<file path="config.mk">
export PLATFORM = sky130hd
export DESIGN_NAME = pc_sequencer
export DESIGN_NICKNAME = d
export VERILOG_FILES = /design/src/rtl/pc_sequencer.sv
export SDC_FILE = /design/constraint.sdc
export NUM_CORES = 1
export LEC_CHECK = 0
export BUFFER_PORTS_ARGS = -buffer_cell sky130_fd_sc_hd__buf_2
export CORE_MARGIN = 5
export CORE_UTILIZATION = 30
export DETAILED_ROUTE_END_ITERATION = 6
export GPL_TIMING_DRIVEN = 0
export HOLD_SLACK_MARGIN = 0.05
export PLACE_DENSITY_LB_ADDON = 0.15
export SETUP_SLACK_MARGIN = 0.1
export SLEW_MARGIN = 25
export SYNTH_ARGS = -nofsm -noshare
export SYNTH_HDL_FRONTEND = slang
export SYNTH_SLANG_ARGS = --single-unit
</file>
<file path="constraint.sdc">
create_clock -name clk -period 7.46 [get_ports clk]
set_clock_uncertainty 0.2 [all_clocks]
set_input_delay 0 -clock clk [delete_from_list [all_inputs] [get_ports clk]]
set_output_delay 0 -clock clk [all_outputs]
set_load 0.005 [all_outputs]
</file>
<file path="src/rtl/pc_sequencer.sv">
`default_nettype none
// ============================================================================
// Module      : pc_sequencer
// Description : Multi-cycle control sequencer for the RISC-V core. Walks each
//               instruction through FETCH/DECODE/EXECUTE/MEMORY/WRITEBACK,
//               latches the fetched instruction and its PC, and computes
//               word-addressed branch/jump targets for the PC register.
// Revision    : 1.0 - initial release
// ============================================================================
module pc_sequencer #(
    parameter int ADDRESS_SIZE = 6,
    parameter int INS_W        = 32,
    localparam int PC_W        = 2 ** ADDRESS_SIZE
) (
    input  logic             clk,
    input  logic             rst,
    input  logic [PC_W-1:0]  instruction_ptr,
    input  logic [INS_W-1:0] imem_rdata,
    input  logic             imem_ack,
    input  logic             alu_zero,
    input  logic             dmem_ack,
    output logic             imem_req,
    output logic             dmem_req,
    output logic             dmem_we,
    output logic             pc_write,
    output logic             pc_src,
    output logic [PC_W-1:0]  new_pc,
    output logic [INS_W-1:0] ir,
    output logic             reg_write,
    output logic [1:0]       wb_sel,
    output logic             illegal,
    output logic [2:0]       state
);

    typedef enum logic [2:0] {
        S_FETCH     = 3'd0,
        S_DECODE    = 3'd1,
        S_EXECUTE   = 3'd2,
        S_MEMORY    = 3'd3,
        S_WRITEBACK = 3'd4
    } state_t;

    localparam logic [6:0] c_op_r      = 7'b0110011;
    localparam logic [6:0] c_op_i_alu  = 7'b0010011;
    localparam logic [6:0] c_op_load   = 7'b0000011;
    localparam logic [6:0] c_op_store  = 7'b0100011;
    localparam logic [6:0] c_op_branch = 7'b1100011;
    localparam logic [6:0] c_op_jal    = 7'b1101111;

    localparam logic [1:0] c_wb_alu  = 2'b00;
    localparam logic [1:0] c_wb_mem  = 2'b01;
    localparam logic [1:0] c_wb_link = 2'b10;

    state_t            r_state;
    state_t            w_next;
    logic [INS_W-1:0]  r_ir;
    logic [PC_W-1:0]   r_old_pc;

    logic [6:0]        w_opcode;
    logic [2:0]        w_funct3;
    logic              w_is_r, w_is_i_alu, w_is_load, w_is_store;
    logic              w_is_branch, w_is_jal, w_supported;
    logic              w_taken;

    logic signed [PC_W-1:0] w_b_imm;
    logic signed [PC_W-1:0] w_j_imm;
    logic signed [PC_W-1:0] w_imm;
    logic signed [PC_W-1:0] w_word_off;

    logic              w_imem_req, w_dmem_req, w_dmem_we;
    logic              w_pc_write, w_pc_src, w_reg_write, w_illegal;
    logic [1:0]        w_wb_sel;

    assign w_opcode    = r_ir[6:0];
    assign w_funct3    = r_ir[14:12];
    assign w_is_r      = (w_opcode == c_op_r);
    assign w_is_i_alu  = (w_opcode == c_op_i_alu);
    assign w_is_load   = (w_opcode == c_op_load);
    assign w_is_store  = (w_opcode == c_op_store);
    assign w_is_branch = (w_opcode == c_op_branch);
    assign w_is_jal    = (w_opcode == c_op_jal);
    assign w_supported = w_is_r | w_is_i_alu | w_is_load | w_is_store
                       | w_is_branch | w_is_jal;

    // BEQ taken on zero, BNE taken on non-zero, other funct3 never taken
    assign w_taken = ((w_funct3 == 3'b000) &&  alu_zero)
                   | ((w_funct3 == 3'b001) && !alu_zero);

    // Byte offsets are sign-extended, then scaled to words because the PC
    // counts instructions rather than bytes.
    assign w_b_imm = {{(PC_W-13){r_ir[31]}}, r_ir[31], r_ir[7], r_ir[30:25],
                      r_ir[11:8], 1'b0};
    assign w_j_imm = {{(PC_W-21){r_ir[31]}}, r_ir[31], r_ir[19:12], r_ir[20],
                      r_ir[30:21], 1'b0};
    assign w_imm      = w_is_jal ? w_j_imm : w_b_imm;
    assign w_word_off = w_imm >>> 2;
    assign new_pc     = r_old_pc + $unsigned(w_word_off);

    // State register; reset abandons any outstanding memory request
    always_ff @(posedge clk or posedge rst) begin
        if (rst) begin
            r_state <= S_FETCH;
        end else begin
            r_state <= w_next;
        end
    end

    // Capture the instruction and its own PC on the fetch handshake
    always_ff @(posedge clk or posedge rst) begin
        if (rst) begin
            r_ir     <= '0;
            r_old_pc <= '0;
        end else if ((r_state == S_FETCH) && imem_ack) begin
            r_ir     <= imem_rdata;
            r_old_pc <= instruction_ptr;
        end
    end

    // Next-state and control decode per state
    always_comb begin
        w_next      = r_state;
        w_imem_req  = 1'b0;
        w_dmem_req  = 1'b0;
        w_dmem_we   = 1'b0;
        w_pc_write  = 1'b0;
        w_pc_src    = 1'b0;
        w_reg_write = 1'b0;
        w_wb_sel    = c_wb_alu;
        w_illegal   = 1'b0;
        case (r_state)
            S_FETCH: begin
                w_imem_req = 1'b1;
                if (imem_ack) begin
                    w_pc_write = 1'b1;
                    w_next     = S_DECODE;
                end
            end
            S_DECODE: begin
                if (w_supported) begin
                    w_next = S_EXECUTE;
                end else begin
                    w_illegal = 1'b1;
                    w_next    = S_FETCH;
                end
            end
            S_EXECUTE: begin
                if (w_is_r || w_is_i_alu) begin
                    w_next = S_WRITEBACK;
                end else if (w_is_load || w_is_store) begin
                    w_next = S_MEMORY;
                end else if (w_is_branch) begin
                    w_pc_write = w_taken;
                    w_pc_src   = w_taken;
                    w_next     = S_FETCH;
                end else if (w_is_jal) begin
                    w_pc_write = 1'b1;
                    w_pc_src   = 1'b1;
                    w_next     = S_WRITEBACK;
                end else begin
                    w_next = S_FETCH;
                end
            end
            S_MEMORY: begin
                w_dmem_req = 1'b1;
                w_dmem_we  = w_is_store;
                if (dmem_ack) begin
                    w_next = w_is_load ? S_WRITEBACK : S_FETCH;
                end
            end
            S_WRITEBACK: begin
                w_reg_write = 1'b1;
                if (w_is_load) begin
                    w_wb_sel = c_wb_mem;
                end else if (w_is_jal) begin
                    w_wb_sel = c_wb_link;
                end else begin
                    w_wb_sel = c_wb_alu;
                end
                w_next = S_FETCH;
            end
            default: begin
                w_next = S_FETCH;
            end
        endcase
    end

    // Outputs are forced low for as long as reset is held
    assign imem_req  = w_imem_req  & ~rst;
    assign dmem_req  = w_dmem_req  & ~rst;
    assign dmem_we   = w_dmem_we   & ~rst;
    assign pc_write  = w_pc_write  & ~rst;
    assign pc_src    = w_pc_src    & ~rst;
    assign reg_write = w_reg_write & ~rst;
    assign illegal   = w_illegal   & ~rst;
    assign wb_sel    = rst ? 2'b00 : w_wb_sel;
    assign ir        = r_ir;
    assign state     = r_state;

endmodule
`default_nettype wire

</file>
* Word-level counts from Yosys, hierarchy flattened
Cells that the tools add are included.
Word-level totals: logic and storage cells 67, bits in latches 0, register bits after elaboration 99, bits in writable memories 0, input bits 101, bits in read-only memories 0, memories kept 0, output and inout bits 108
Operators by class: shifts and indexed selects 0, order comparisons 0, eq/ne operators 13, reductions and logical operators 9, multiplexer cells 27, bitwise operators 14, $mul 0, $add $sub $neg 1, divide/modulo/power cells 0
Operators with widths (count):
- adder 64 bit | 1
- two-way mux 3 bit | 7
- two-way mux 20 bit | 1
- equality test 7 x 6 -> 1 bit (second input constant) | 2
- equality test 7 bit (second input constant) | 2
- two-way mux 1 bit | 12
- one-hot mux 3 bit (4 select lines) | 1
- two-way mux 2 bit | 5
- bitwise AND 1 bit | 7
- equality test 7 x 2 -> 1 bit (second input constant) | 1
- equality test 7 x 5 -> 1 bit (second input constant) | 1
- equality test 3 x 1 -> 1 bit (second input constant) | 2
- equality test 3 x 2 -> 1 bit (second input constant) | 2
- zero test 3 bit | 2
- OR 1 bit | 6
- inequality test 2 bit (second input constant) | 2
- equality test 3 bit (second input constant) | 1
- logical AND 1 bit | 3
- logical OR 1 bit | 2
- one-hot mux 1 bit (2 select lines) | 1
- AND reduction 2 bit | 1
- zero test 1 bit | 1
- NOT 1 bit | 1

* Logic depth before layout (Yosys ltp)
depth after elaboration 9, mapped depth 17, depth with buffers taken out 16

* Worst setup path after synthesis
Ideal clock, no wire load.
path kind flip-flop to output port, from reg r_ir[31] (netlist: ir[31]), to out new_pc[63], stages on the path, launching flop included 13, path buffers 0, arrival time 3.644 ns, slack 3.616 ns, data required time 7.260 ns, cells stage by stage dfrtp_1 -> nand2_1 -> o21ai_0 -> ha_1 -> a21oi_1 -> nand2_1 -> nor4b_1 -> nor3_1 -> o21ai_1 -> a31oi_1 -> a41oi_1 -> o41ai_1 -> xnor2_1
On the way: word-level cells in the longest chain between the ends 2
Ends and longest elaborated chain:
- start: declaration | RTL line 56 | logic [INS_W-1:0] r_ir;
- start signal: assignment | RTL line 114 | r_ir <= imem_rdata;
- two-way mux 20 bit | RTL line 95 | assign w_imm = w_is_jal ? w_j_imm : w_b_imm;
- adder 64 bit * | RTL line 97 | assign new_pc = r_old_pc + $unsigned(w_word_off);
- end: declaration | RTL line 27 | output logic [PC_W-1:0] new_pc,
Mark *: on every way between the ends. The rest lies on a longest branch, timed or not.

* Worst setup path in the final report
from reg r_ir[4] (netlist: ir[4]), to out new_pc[63]
On the way: word-level cells in the longest chain between the ends 3
Ends and longest elaborated chain:
- equality test 7 bit | RTL line 81 | assign w_is_jal = (w_opcode == c_op_jal);
- two-way mux 20 bit | RTL line 95
- adder 64 bit | RTL line 97
No other way between the ends.

==> impl_metrics.csv <==
group,metric,value,unit
run_status,outcome,"finished, final reports clean",
cells_and_area,area_growth,36.4,%
critical_path,r2r_start,"state[2]",
global_routing,grt_pass1_wl,40.0,mm
critical_path,required,7260,ps
clock_network,cts_tree,"done",
yosys,synth_area_leader_cell,"dfrtp_1",
sta,tightestPinTransition,643,ps
yosys,synth_warnings,0,
route,wl_met2,11.7,mm
clock_network,cts.clk_slew.worst_paths,70,ps
placed_design,pre_cts_ws,2490,ps
global_routing,track_usage,17.0,%
power,p_int,0.00198,W
power,power_density,343,nW/µm²
floorplanning,dieArea,29100,µm²
yosys,ys_types,63,
job,cap_violations,0,
critical_path,slowest_delay,550,ps
placed_design,finalWeightedCongestion,0.852,
route,drtIter0Drc,301,
yosys,netlist_instances,856,
power,clock_power_share,14.2,%
yosys,ys_seq_area_share,32.0,%
worst_hold_path,min_to,"ir[19]",
sta,period_minus_slack,5300,ps
power,p_sw,0.00165,W
power,swShare,45.4,%
clock_network,cts.sinks,99,
yosys,synthArstFlopShare,100,%
clock_network,htree_num_levels,3,
sta,timing_hold_violations_final,0,
route,viasPerCell,4.87,
yosys,synth_edf_count,0,
worst_hold_path,hp-class,"in -> reg",
sta,period_share,71.0,%
yosys,yosysTopAreaCellShare,32.0,%
route,final_antenna_net_count,0,
power,seqPwrFrac,20.9,%
route,drc,0,
cells_and_area,n_antenna_cell,0,
sta,drv_slew,0,
worst_hold_path,hp-start,"imem_rdata[19]",
yosys,syn_avg_cell_area,9.05,µm²
placed_design,place_hpwl,19.4,mm
power,peakVddDrop,0.000178,V
critical_path,crit_chain,"nor3_1 > nand3_1 > clkbuf_1 > nand2_1 > o21ai_0 > ha_1 > buf_2 > nand2_1 > nor3_1 > nand2_1 > nor3_1 > o21ai_1 > a31oi_1 > a41oi_1 > o41ai_1 > xnor2_1 > buf_2",
cells_and_area,final_common_cell,"buf_2",
critical_path,path_max_fanout,10,
route,routed_wl,24.7,mm
yosys,syn_nets,1021,
route,wl_met1,11.1,mm
floorplanning,dieHeight,171,µm
cells_and_area,num-nets-final,1342,
floorplanning,core,25300,µm²
sta,grt_setup_unrepaired,"no",
global_routing,grt_max_degree,61,
route,wl_met3,1.74,mm
critical_path,rr_endpoint,"r_old_pc[4]",
floorplanning,rows,58,
floorplanning,initial_core_util,30.6,%
route,dr.pass1.iters,5,
yosys,synth-seq-cells,99,
route,top_layer_used,"met4",
critical_path,arrival,5100,ps
floorplanning,die_width,171,µm
clock_network,clk_latency,350,ps
power,comb_power_share,64.9,%
critical_path,crit_type,"reg -> out",
critical_path,end_kind,"output port",
cells_and_area,fin_cells,1512,
clock_network,post-cts-setup-buffer-count,0,
clock_network,cts_made_buffers,9,
global_routing,antenna_found_initial,0,
global_routing,grt_pass1_vias,7679,
route,vias,7369,
power,power.leakage,4.82,nW
yosys,synthTopCellsByArea,"dfrtp_1 (32%), mux2_2 (13%), ha_1 (10%), a21oi_1 (5.7%), nand2_1 (4.3%)",
placed_design,dp_cells,1396,
floorplanning,ios,209,
yosys,syn_area,7750,µm²
sta,setup_viol,0,
cells_and_area,layout_common_cells,"buf_2 (211), dlygate4sd3_1 (100), dfrtp_1 (98)",
worst_hold_path,hold_depth,4,
placed_design,place.port_buffers,208,
cells_and_area,fin_util,41.7,%
yosys,synth-main-ff-cell,"dfrtp_1",
sta,finalWorstSetupSlack,2160,ps
global_routing,grt_overflow,0,
power,p_total,0.00362,W
critical_path,worstSetupStartpointType,"flop",
critical_path,worst_path_max_delay_cell,"o41ai_1",
route,wl_per_cell,16.3,µm
critical_path,reg2regPathDepth,5,
sta,fin_tns_setup,0,ps
sta,slew_headroom,56.0,%
sta,max_freq,189,MHz
critical_path,r2r_slack,4520,ps
clock_network,cts-root-buf,"clkbuf_16",
clock_network,cts_buffer_depth,2,
cells_and_area,drive_gt1_share,28.9,%
synthesized netlist by cell type, drive strengths merged (4+ instances only):
library cell / n
a21boi: 4
clkbuf: 35
nand4: 19
nor3: 11
dfrtp: 99
inv: 38
o211ai: 7
o21a: 10
mux2: 91
nor2b: 5
and3: 4
a21o: 21
xnor2: 36
a211oi: 4
a31oi: 10
nor4: 8
xor2: 26
o21bai: 17
o21ai: 60
nor2: 53
nand2: 88
ha: 63
nand3: 11
o31ai: 6
a21oi: 89
logic make-up after synthesis:
kind of cell               Yosys count  share of synthesized area (%)
adders and majority gates           64                           10.4
buffers and inverters               78                           4.47
muxes                               92                           13.4
AOI/OAI and AO/OA                  246                           20.0
DFF                                 99                           32.0
and+or+nand+nor                    215                           12.7
xor gates and xnor gates            62                           7.01
worst max-delay path, delay by kind of cell, from the launching register on:
family | cells | cell delay [ps]
AO/OA/AOI/OAI | 5 | 1610
XOR/XNOR | 1 | 170
adder cells (fa/ha/maj) | 1 | 290
buffers and inverters | 3 | 590
flip-flops | 1 | 450
AND/OR/NAND/NOR | 7 | 1610
layer usage:
metal	GRT usage (%)	vias to the layer above
met4	2.99	0
met5	0	-
met3	4.34	17
met2	28.8	189
met1	22.1	3425
li1	-	3738
power by group through the flow:
stage	combinational [W]	sequential, W	clock (W)
3_3_place_gp	0.00233	0.000766	0
6_report	0.00235	0.000757	0.000516
2_1_floorplan	0.00152	0.000739	0
4_1_cts	0.00239	0.000760	0.000538
5_1_grt	0.00265	0.000778	0.000554
3_5_place_dp	0.00234	0.000769	0
registers in the layout (all words and copies together) (netlist names):
name	flops
r_old_pc	64
ir	32
state	3
how the worst max path moves through the flow:
stage            from    endpoint  cells after the start
6_report        ir[4]  new_pc[63]                     17
5_1_grt         ir[4]  new_pc[63]                     16
4_1_cts         ir[4]  new_pc[63]                     16
3_5_place_dp    ir[4]  new_pc[63]                     16
3_3_place_gp   ir[31]  new_pc[63]                     13
2_1_floorplan  ir[31]  new_pc[63]                     12
through the flow:
| stage | hold slack [ps] | cell area [µm²] |
|---|---|---|
| 6_report | 190 | 10600 |
| 5_1_grt | 193 | 10600 |
| 4_1_cts | 186 | 10600 |
| 3_5_place_dp | -122 | 9250 |
| 3_3_place_gp | 5.83 | 9200 |
| 2_1_floorplan | -170 | 7750 |
area by class of cell:
cell class	instances	area, µm²
Fill cell	2624	14800
Multi-Input combinational cell	679	4930
Sequential cell	99	2480
Timing Repair Buffer	310	2070
Tap cell	330	413
Clock buffer	10	239
Buffer	39	186
Inverter	39	165
Clock inverter	6	76.3
repair_timing:
item,in CTS,in global routing
setup endpoints to repair,0,0
resized for setup,0,0
hold buffers,100,0
endpoints found under the hold margin,198,0
Note: power is estimated with default switching activity, not from simulation.
